$ cat src/rtl/if_fetch.sv
// Instruction-fetch stage: owns the PC, talks req/ack to instruction memory and presents
// {pc+4, instruction, valid} to IF/ID, absorbing memory latency, stalls and redirects.
module if_fetch #(
  parameter logic [31:0] RESET_PC = 32'h0000_0000
) (
  input  logic        clk,
  input  logic        rst,
  input  logic        stall,
  input  logic        redirect,
  input  logic [31:0] redirect_pc,
  output logic        imem_req,
  output logic [31:0] imem_addr,
  input  logic        imem_ack,
  input  logic [31:0] imem_rdata,
  output logic [31:0] pc_out,
  output logic [31:0] inst_out,
  output logic        valid_out
);

  typedef enum logic [1:0] {StFetch, StBlocked, StDrain} state_e;

  localparam logic [31:0] ResetPcAligned = RESET_PC & ~32'h3;

  state_e      state_q, state_d;
  logic [31:0] pc_q, pc_d;
  logic [31:0] addr_q, addr_d;
  logic [31:0] skid_inst_q, skid_inst_d;
  logic [31:0] skid_pc_q, skid_pc_d;
  logic [31:0] pc_out_q, pc_out_d;
  logic [31:0] inst_out_q, inst_out_d;
  logic        valid_q, valid_d;

  logic [31:0] pc_plus4;
  logic [31:0] target;
  logic        slot_free;

  assign pc_plus4  = pc_q + 32'd4;
  assign target    = redirect_pc & ~32'h3;
  assign slot_free = !valid_q || !stall;

  always_comb begin
    state_d     = state_q;
    pc_d        = pc_q;
    addr_d      = addr_q;
    skid_inst_d = skid_inst_q;
    skid_pc_d   = skid_pc_q;
    pc_out_d    = pc_out_q;
    inst_out_d  = inst_out_q;
    valid_d     = valid_q;

    if (redirect) begin
      valid_d     = 1'b0;
      inst_out_d  = 32'h0;
      pc_out_d    = 32'h0;
      skid_inst_d = 32'h0;
      skid_pc_d   = 32'h0;
      pc_d        = target;
      // A request still in flight must complete before the new address can be issued.
      if (state_q == StBlocked || imem_ack) begin
        addr_d  = target;
        state_d = StFetch;
      end else begin
        state_d = StDrain;
      end
    end else begin
      unique case (state_q)
        StFetch: begin
          if (imem_ack) begin
            pc_d   = pc_plus4;
            addr_d = pc_plus4;
            if (slot_free) begin
              pc_out_d   = pc_plus4;
              inst_out_d = imem_rdata;
              valid_d    = 1'b1;
            end else begin
              skid_pc_d   = pc_plus4;
              skid_inst_d = imem_rdata;
              state_d     = StBlocked;
            end
          end else if (slot_free) begin
            valid_d    = 1'b0;
            inst_out_d = 32'h0;
          end
        end
        StBlocked: begin
          if (!stall) begin
            pc_out_d   = skid_pc_q;
            inst_out_d = skid_inst_q;
            valid_d    = 1'b1;
            state_d    = StFetch;
          end
        end
        StDrain: begin
          if (imem_ack) begin
            addr_d  = pc_q;
            state_d = StFetch;
          end
        end
        default: state_d = StFetch;
      endcase
    end
  end

  always_ff @(posedge clk or posedge rst) begin
    if (rst) begin
      state_q     <= StFetch;
      pc_q        <= ResetPcAligned;
      addr_q      <= ResetPcAligned;
      skid_inst_q <= 32'h0;
      skid_pc_q   <= 32'h0;
      pc_out_q    <= 32'h0;
      inst_out_q  <= 32'h0;
      valid_q     <= 1'b0;
    end else begin
      state_q     <= state_d;
      pc_q        <= pc_d;
      addr_q      <= addr_d;
      skid_inst_q <= skid_inst_d;
      skid_pc_q   <= skid_pc_d;
      pc_out_q    <= pc_out_d;
      inst_out_q  <= inst_out_d;
      valid_q     <= valid_d;
    end
  end

  // Request is suppressed while reset is held so memory never sees a request during reset.
  assign imem_req  = !rst && (state_q != StBlocked);
  assign imem_addr = addr_q;
  assign pc_out    = pc_out_q;
  assign inst_out  = inst_out_q;
  assign valid_out = valid_q;

endmodule

$ cat config.mk
export PLATFORM = sky130hd
export DESIGN_NAME = if_fetch
export DESIGN_NICKNAME = d
export VERILOG_FILES = /design/src/rtl/if_fetch.sv
export SDC_FILE = /design/constraint.sdc
export NUM_CORES = 1
export LEC_CHECK = 0
export CORE_ASPECT_RATIO = 1.2
export CORE_MARGIN = 2
export CORE_UTILIZATION = 53
export DETAILED_ROUTE_END_ITERATION = 16
export PLACE_DENSITY = 0.88
export SLEW_MARGIN = 20
export SYNTH_ARGS = -nofsm -noshare
export SYNTH_HDL_FRONTEND = slang
export SYNTH_SLANG_ARGS = --single-unit
$ cat constraint.sdc
create_clock -name clk -period 8.9 [get_ports clk]
set_input_delay 1.78 -clock clk [delete_from_list [all_inputs] [get_ports clk]]
set_output_delay 1.78 -clock clk [all_outputs]
set_load 0.02 [all_outputs]
==> summary.txt, run 1 <==
Period Utilization, post-route: 0.542
data required time at the worst endpoint: 7.12 ns
Total Routing Usage GR: 0.265
grt met3 use: 0.0442
DRC: 0
Final Instance Area: 11900 sq um
cell taking the most area after synthesis: sky130_fd_sc_hd__dfrtp_1
buffer depth of the longest clock path: 2
max-slew headroom at the worst pin: 0.290
highest clock rate: 207 MHz
Skew-Pair Late Insertion Delay: 0.43 ns
final count of pins violating max slew: 0
class of the worst hold path: reg -> reg
number of setup violations in the final report: 0
Initial Utilization: 0.545
clock slew at reported path FFs: 0.07 ns
number of I/O pins: 167
number of vias after detailed routing: 8363
Inserted Diodes: 0
Crit path buffers/inverters: 2
synthesized instance count: 1049
first-pass GRT wire length: 40.7 mm
pwr/cell area: 187 nW/um^2
Worst Tran Pin Value: 1.06 ns
Yosys cell types: 60
RSZ-0062 raised after global routing: no
mean area per synthesized cell: 9.16 sq um
drt pass-1 iters: 5
die outline area: 19200 sq um
Resize count post-CTS: 0
Post-synth ARST share: 1.00
share of the synthesized area in the top cell type: 0.495
static power due to leakage: 4.85 nW
setup fix buffers added after clock tree synthesis: 0
Synth-to-Final Area Change: 23.5%
number of maximum-capacitance constraint violations: 0
leading post-synthesis cells by instance count: sky130_fd_sc_hd__dfrtp_1 (190), sky130_fd_sc_hd__nand2_1 (165), sky130_fd_sc_hd__a21oi_1 (104)
violation count after the first detailed-route iteration: 795
most utilized layer in the global route result: met2
main area contributors after synthesis: sky130_fd_sc_hd__dfrtp_1 (49%), sky130_fd_sc_hd__nand2_1 (6.4%), sky130_fd_sc_hd__a21oi_1 (5.4%)
Die Wd: 127 um
CP Capture Type: output pin
clock tree from TritonCTS: built
total number of placement rows: 53
summed negative setup slack over all endpoints: 0 ns
Setup CP Type: in -> out
clock sink count: 190
remaining number of nets flagged by the antenna check after routing: 0
Slowest Stage Delay on Critical Path: 0.61 ns
final core utilization: 0.673
DR vias/cell: 6.09
# fillers: 1336
sequential-to-total area share from yosys stat: 0.495
final-report hold violation count: 0
largest net degree at the start of global routing: 107
top cell family by delay on the critical path: buffers and inverters
total cell area at the placement stage: 11200 sq um
warnings from Yosys: 0
most frequent CP cell: sky130_fd_sc_hd__clkdlybuf4s50_1
EDFF count, synth: 0
Setup Slack @ Placement: 4.06 ns
post-cts hold buffer count: 0
CTS Root Buffer Type: sky130_fd_sc_hd__clkbuf_16
cell breakdown of the critical path: clkdlybuf4s50_1, nor2_1, clkdlybuf4s50_1
met1 demand-to-capacity share in global routing: 0.354
Final nets: 1211
area of the mapped netlist: 9610 sq um
maximum vdd drop: 0.000138 V
worst-case clock skew: 0.00906 ns
minimum period implied by the final worst setup slack: 4.83 ns
status: finished clean
Core Box Area: 17600 sq um
number of buffers inserted during clock tree synthesis: 17
final wirelength: 25.3 mm
chip height: 151 um
weighted congestion reported at the end of routability-driven placement: 0.832
proportion of layout cells with a drive suffix above 1: 0.0745
detailed-route wire length per cell: 18.4 um
most frequent cell after synthesis: sky130_fd_sc_hd__dfrtp_1
final worst setup slack: 4.07 ns
nature of the critical path startpoint: input port
IO buf count: 164
initial antenna violation count: 0
number of nets in the synthesized netlist: 1119
flip-flop and latch count after synthesis: 190
maximum fanout count along the critical path: 2
met2 global-route usage: 0.436
vias in the first global route: 8048
H-tree levels: 4
arrival time at the worst endpoint: 3.05 ns
total global routing overflow: 0
HPWL after DPL: 16.0 mm
Crit-path slowest cell: sky130_fd_sc_hd__clkdlybuf4s50_1
Top FF cell, synth: sky130_fd_sc_hd__dfrtp_1
power by group:
part	switching [mW]	internal, mW	leakage (nW)	total, mW
clock	0.337	0.468	0.304	0.805
sequential	0.0652	0.927	2.46	0.992
combinational	0.231	0.185	2.09	0.416
total	0.633	1.58	4.85	2.21
metal layers:
metal,share of wire,vias to the layer above
met2,0.50,403
met1,0.41,4075
met4,0.020,0
met5,0,-
met3,0.071,36
li1,-,3849
path summary, 6_finish.rpt:
| path | depth (start not counted) | slack [ns] | end | startpoint |
|---|---|---|---|---|
| worst max-delay path | 3 | 4.07 | imem_req | rst |
| worst min-delay path | 2 | 0.48 | inst_out[29] | inst_out[29] |
| worst max register to register | 7 | 5.97 | imem_addr[21] | state_q[0] |
| worst min register to register | 2 | 0.48 | inst_out[29] | inst_out[29] |
| max in group asynchronous | 3 | 5.75 | pc_q[29] | rst |
| min in group asynchronous | 2 | 1.90 | inst_out[13] | rst |
final cells by class:
type / count / area (sq um) / area share
clock buffer: 21 / 470 / 0.0397
clock inverter: 11 / 155 / 0.0131
inverter: 10 / 45.0 / 0.00380
multi-input combinational: 744 / 4410 / 0.372
sequential: 190 / 4750 / 0.401
tap: 220 / 275 / 0.0232
timing repair buffer: 178 / 1750 / 0.147
state kept, by name (all words and copies together) (netlist names):
signal       count
skid_inst_q     32
pc_q            30
valid_out        1
pc_out          31
imem_addr       31
inst_out        32
skid_pc_q       31
state_q          2
cells in the final DEF (no fill, tap or decap), drive strengths merged, types with 4 or more instances in the layout:
master         netlist  layout
nor2                71      71
nor2b                8       8
clkbuf              71      21
a211oi              10      10
xnor2               41      41
o31ai               35      35
buf                 34      15
a21boi               4       4
nand3               17      17
and3                38      38
a31oi                5       5
dfrtp              190     190
nor4                11      11
nand2              165     165
a22oi               20      20
clkinv               0       5
xor2                31      31
mux2i                5       5
or3                  6       6
a21oi              104     104
clkdlybuf4s50        0     163
nand4               13      13
o21ai               72      72
a221oi              12      12
mux2                14      14
o22ai                5       5
nand2b               5       5
inv                 10      12
nor3                16      16
a22o                 7       7
stage by stage:
| step | total power [mW] | hold slack [ns] | cells |
|---|---|---|---|
| 3_5_place_dp | 1.42 | 0.466 | 1342 |
| 3_3_place_gp | 1.41 | 0.458 | 1342 |
| 2_1_floorplan | 1.24 | 0.468 | 1049 |
| 6_report | 2.21 | 0.475 | 1374 |
| 5_1_grt | 2.30 | 0.504 | 1374 |
| 4_1_cts | 2.22 | 0.481 | 1374 |
cells by family (layout without fill, tap and decap cells):
kind of cell,count (synthesis),after routing,share of synthesized area
AND/OR/NAND/NOR,359,359,0.179
AO/OA/AOI/OAI,293,293,0.187
flip-flops,190,190,0.495
buffers and inverters,115,220,0.0501
XOR/XNOR,72,72,0.0657
multiplexers,19,19,0.0216
adder cells (fa/ha/maj),1,1,0.00130
worst reg2reg max path: cells and delay by family, from the launching register on:
| family | cells | cell delay [ns] |
|---|---|---|
| simple gates | 4 | 1.27 |
| buf+inv | 2 | 0.79 |
| compound gates | 1 | 0.12 |
| flops | 1 | 0.62 |
No activity file was read; power rests on OpenSTA's default activity.
==> inputs of run 2 (changes only) <==
clock period = 4.8 ns   (was 8.9 ns; I/O delays follow)
==> run 2 against run 1 <==
Critical path depth unchanged. Critical endpoint unchanged. Global-route usage is 0.79 points lower. Largest cell class unchanged. Highest routed layer unchanged. Clock power up 69%. Cell count rose by 0.44%. Core utilization about the same. Clock skew hardly changed.
==> summary.txt, run 2 (synthesized netlist as in run 1, its figures left out) <==
clock sink count: 190 (unchanged)
total global routing overflow: 0 (unchanged)
nature of the critical path startpoint: flip-flop (was input port)
proportion of layout cells with a drive suffix above 1: 0.0776 (was 0.0745)
Synth-to-Final Area Change: 23.6% (was 23.5%)
final-report hold violation count: 0 (unchanged)
Slowest Stage Delay on Critical Path: 0.61 ns (about the same)
sequential cell area: 4750 sq um (unchanged)
leading cell types in the layout, fill and taps excluded: sky130_fd_sc_hd__dfrtp_1 (190), sky130_fd_sc_hd__nand2_1 (165), sky130_fd_sc_hd__clkdlybuf4s50_1 (163), sky130_fd_sc_hd__a21oi_1 (102), sky130_fd_sc_hd__nor2_1 (71) (was sky130_fd_sc_hd__dfrtp_1 (190), sky130_fd_sc_hd__nand2_1 (165), sky130_fd_sc_hd__clkdlybuf4s50_1 (163), sky130_fd_sc_hd__a21oi_1 (102), sky130_fd_sc_hd__nor2_1 (70))
maximum vdd drop: 0.000227 V (was 0.000138 V)
status: finished clean (unchanged)
violation count after the first detailed-route iteration: 761 (was 795)
buffer depth of the longest clock path: 2 (unchanged)
total number of placement rows: 53 (unchanged)
static power due to leakage: 4.85 nW (about the same)
max-slew headroom at the worst pin: 0.260 (was 0.290)
H-tree levels: 4 (unchanged)
maximum fanout count along the critical path: 21 (was 2)
first-pass GRT wire length: 39.7 mm (was 40.7 mm)
# fillers: 1354 (was 1336)
Crit-path slowest cell: sky130_fd_sc_hd__nor2b_4 (was sky130_fd_sc_hd__clkdlybuf4s50_1)
Core Box Area: 17600 sq um (unchanged)
clock slew at reported path FFs: 0.07 ns (about the same)
cell breakdown of the critical path: nor2b_4, nor2_1, clkdlybuf4s50_1 (was clkdlybuf4s50_1, nor2_1, clkdlybuf4s50_1)
final wirelength: 25.0 mm (was 25.3 mm)
Setup CP Type: reg -> out (was in -> out)
number of vias after detailed routing: 8332 (was 8363)
final worst setup slack: 1.59 ns (was 4.07 ns)
post-cts hold buffer count: 0 (unchanged)
vias in the first global route: 7869 (was 8048)
top cell family by delay on the critical path: simple AND/OR/NAND/NOR gates (was buffers and inverters)
number of buffers inserted during clock tree synthesis: 17 (unchanged)
drt pass-1 iters: 5 (unchanged)
data required time at the worst endpoint: 3.84 ns (was 7.12 ns)
met2 WL: 12.3 mm (was 12.6 mm)
clock tree from TritonCTS: built (unchanged)
highest clock rate: 311 MHz
DR vias/cell: 6.04 (was 6.09)
DRC: 0 (unchanged)
worst-case clock skew: 0.00923 ns (was 0.00906 ns)
Total Routing Usage GR: 0.257 (was 0.265)
detailed-routed wire length on met3: 1.71 mm (was 1.79 mm)
number of I/O pins: 167 (unchanged)
class of the worst hold path: reg -> reg (unchanged)
top sig layer: met4 (unchanged)
arrival time at the worst endpoint: 2.25 ns (was 3.05 ns)
number of setup violations in the final report: 0 (unchanged)
pwr/cell area: 335 nW/um^2 (was 187 nW/um^2)
die outline area: 19200 sq um (unchanged)
number of maximum-capacitance constraint violations: 0 (unchanged)
detailed-route wire length per cell: 18.1 um (was 18.4 um)
Crit path buffers/inverters: 1 (was 2)
Setup Slack @ Placement: 1.32 ns (was 4.06 ns)
Final nets: 1217 (was 1211)
Skew-Pair Late Insertion Delay: 0.43 ns (about the same)
Initial Utilization: 0.545 (unchanged)
largest net degree at the start of global routing: 84 (was 107)
setup fix buffers added after clock tree synthesis: 0 (unchanged)
weighted congestion reported at the end of routability-driven placement: 0.853 (was 0.832)
CTS Root Buffer Type: sky130_fd_sc_hd__clkbuf_16 (unchanged)
total area of multi-input combinational cells: 4410 sq um (about the same)
remaining number of nets flagged by the antenna check after routing: 0 (unchanged)
Inserted Diodes: 0 (unchanged)
Period Utilization, post-route: 0.669
Resize count post-CTS: 0 (unchanged)
chip height: 151 um (unchanged)
most frequent standard cell in the layout excluding fill and tap cells: sky130_fd_sc_hd__dfrtp_1 (unchanged)
RSZ-0062 raised after global routing: no (unchanged)
IO buf count: 164 (unchanged)
Worst Tran Pin Value: 1.11 ns (was 1.06 ns)
final count of pins violating max slew: 0 (unchanged)
summed negative setup slack over all endpoints: 0 ns (unchanged)
Die Wd: 127 um (unchanged)
initial antenna violation count: 0 (unchanged)
minimum period implied by the final worst setup slack: 3.21 ns
power after layout: 3.98 mW (was 2.21 mW)
Post-Route M1 WL: 10.4 mm (was 10.5 mm)
HPWL after DPL: 16.4 mm (was 16.0 mm)
CP Capture Type: output pin (unchanged)
[run 2: worst paths after layout]
kind | from | to | slack [ns] | depth (start not counted)
max in group asynchronous | rst | skid_pc_q[7] | 2.83 | 4
worst min-delay path | inst_out[8] | inst_out[8] | 0.48 | 2
worst max-delay path | state_q[0] | imem_req | 1.59 | 3
worst min register to register | inst_out[8] | inst_out[8] | 0.48 | 2
worst max register to register | state_q[1] | imem_addr[20] | 1.73 | 6
min in group asynchronous | rst | skid_inst_q[11] | 0.94 | 2
[run 2: routing by layer]
metal  track usage  vias up
met5             0        -
met4        0.0995        0
met3        0.0474       52
met2         0.427      357
met1         0.337     4062
li1              -     3861
[run 2: through the flow]
step / hold slack [ns] / std cells / utilization / area [sq um]
finish: 0.477 / 1380 / 0.673 / 11900
global route: 0.490 / 1380 / 0.673 / 11900
CTS: 0.481 / 1379 / 0.672 / 11800
detailed placement: 0.466 / 1347 / 0.640 / 11300
global placement: 0.458 / 1347 / 0.640 / 11300
floorplan: 0.468 / 1049 / - / 9610
[run 2: worst reg2reg max path: stages, from the launching register on]
cell and delay (ns):
sky130_fd_sc_hd__dfrtp_1 0.53, sky130_fd_sc_hd__nand2b_2 0.78, sky130_fd_sc_hd__a22oi_2 0.92, sky130_fd_sc_hd__buf_4 0.36, sky130_fd_sc_hd__o21a_1 0.15, sky130_fd_sc_hd__a21oi_1 0.04
sky130_fd_sc_hd__nor3_1 0.20
[run 2: layout make-up]
type | instances | share of cell area
timing repair buffer | 184 | 0.154
clock buffer | 20 | 0.0376
multi-input combinational | 744 | 0.372
clock inverter | 12 | 0.00949
tap | 220 | 0.0232
inverter | 10 | 0.00348
sequential | 190 | 0.401
[run 2: power breakdown]
| group | leakage, nW | total (mW) | internal (mW) | switching (mW) |
|---|---|---|---|---|
| Clock | 0.271 | 1.36 | 0.733 | 0.627 |
| Sequential | 2.46 | 1.84 | 1.72 | 0.121 |
| Combinational | 2.12 | 0.778 | 0.349 | 0.429 |
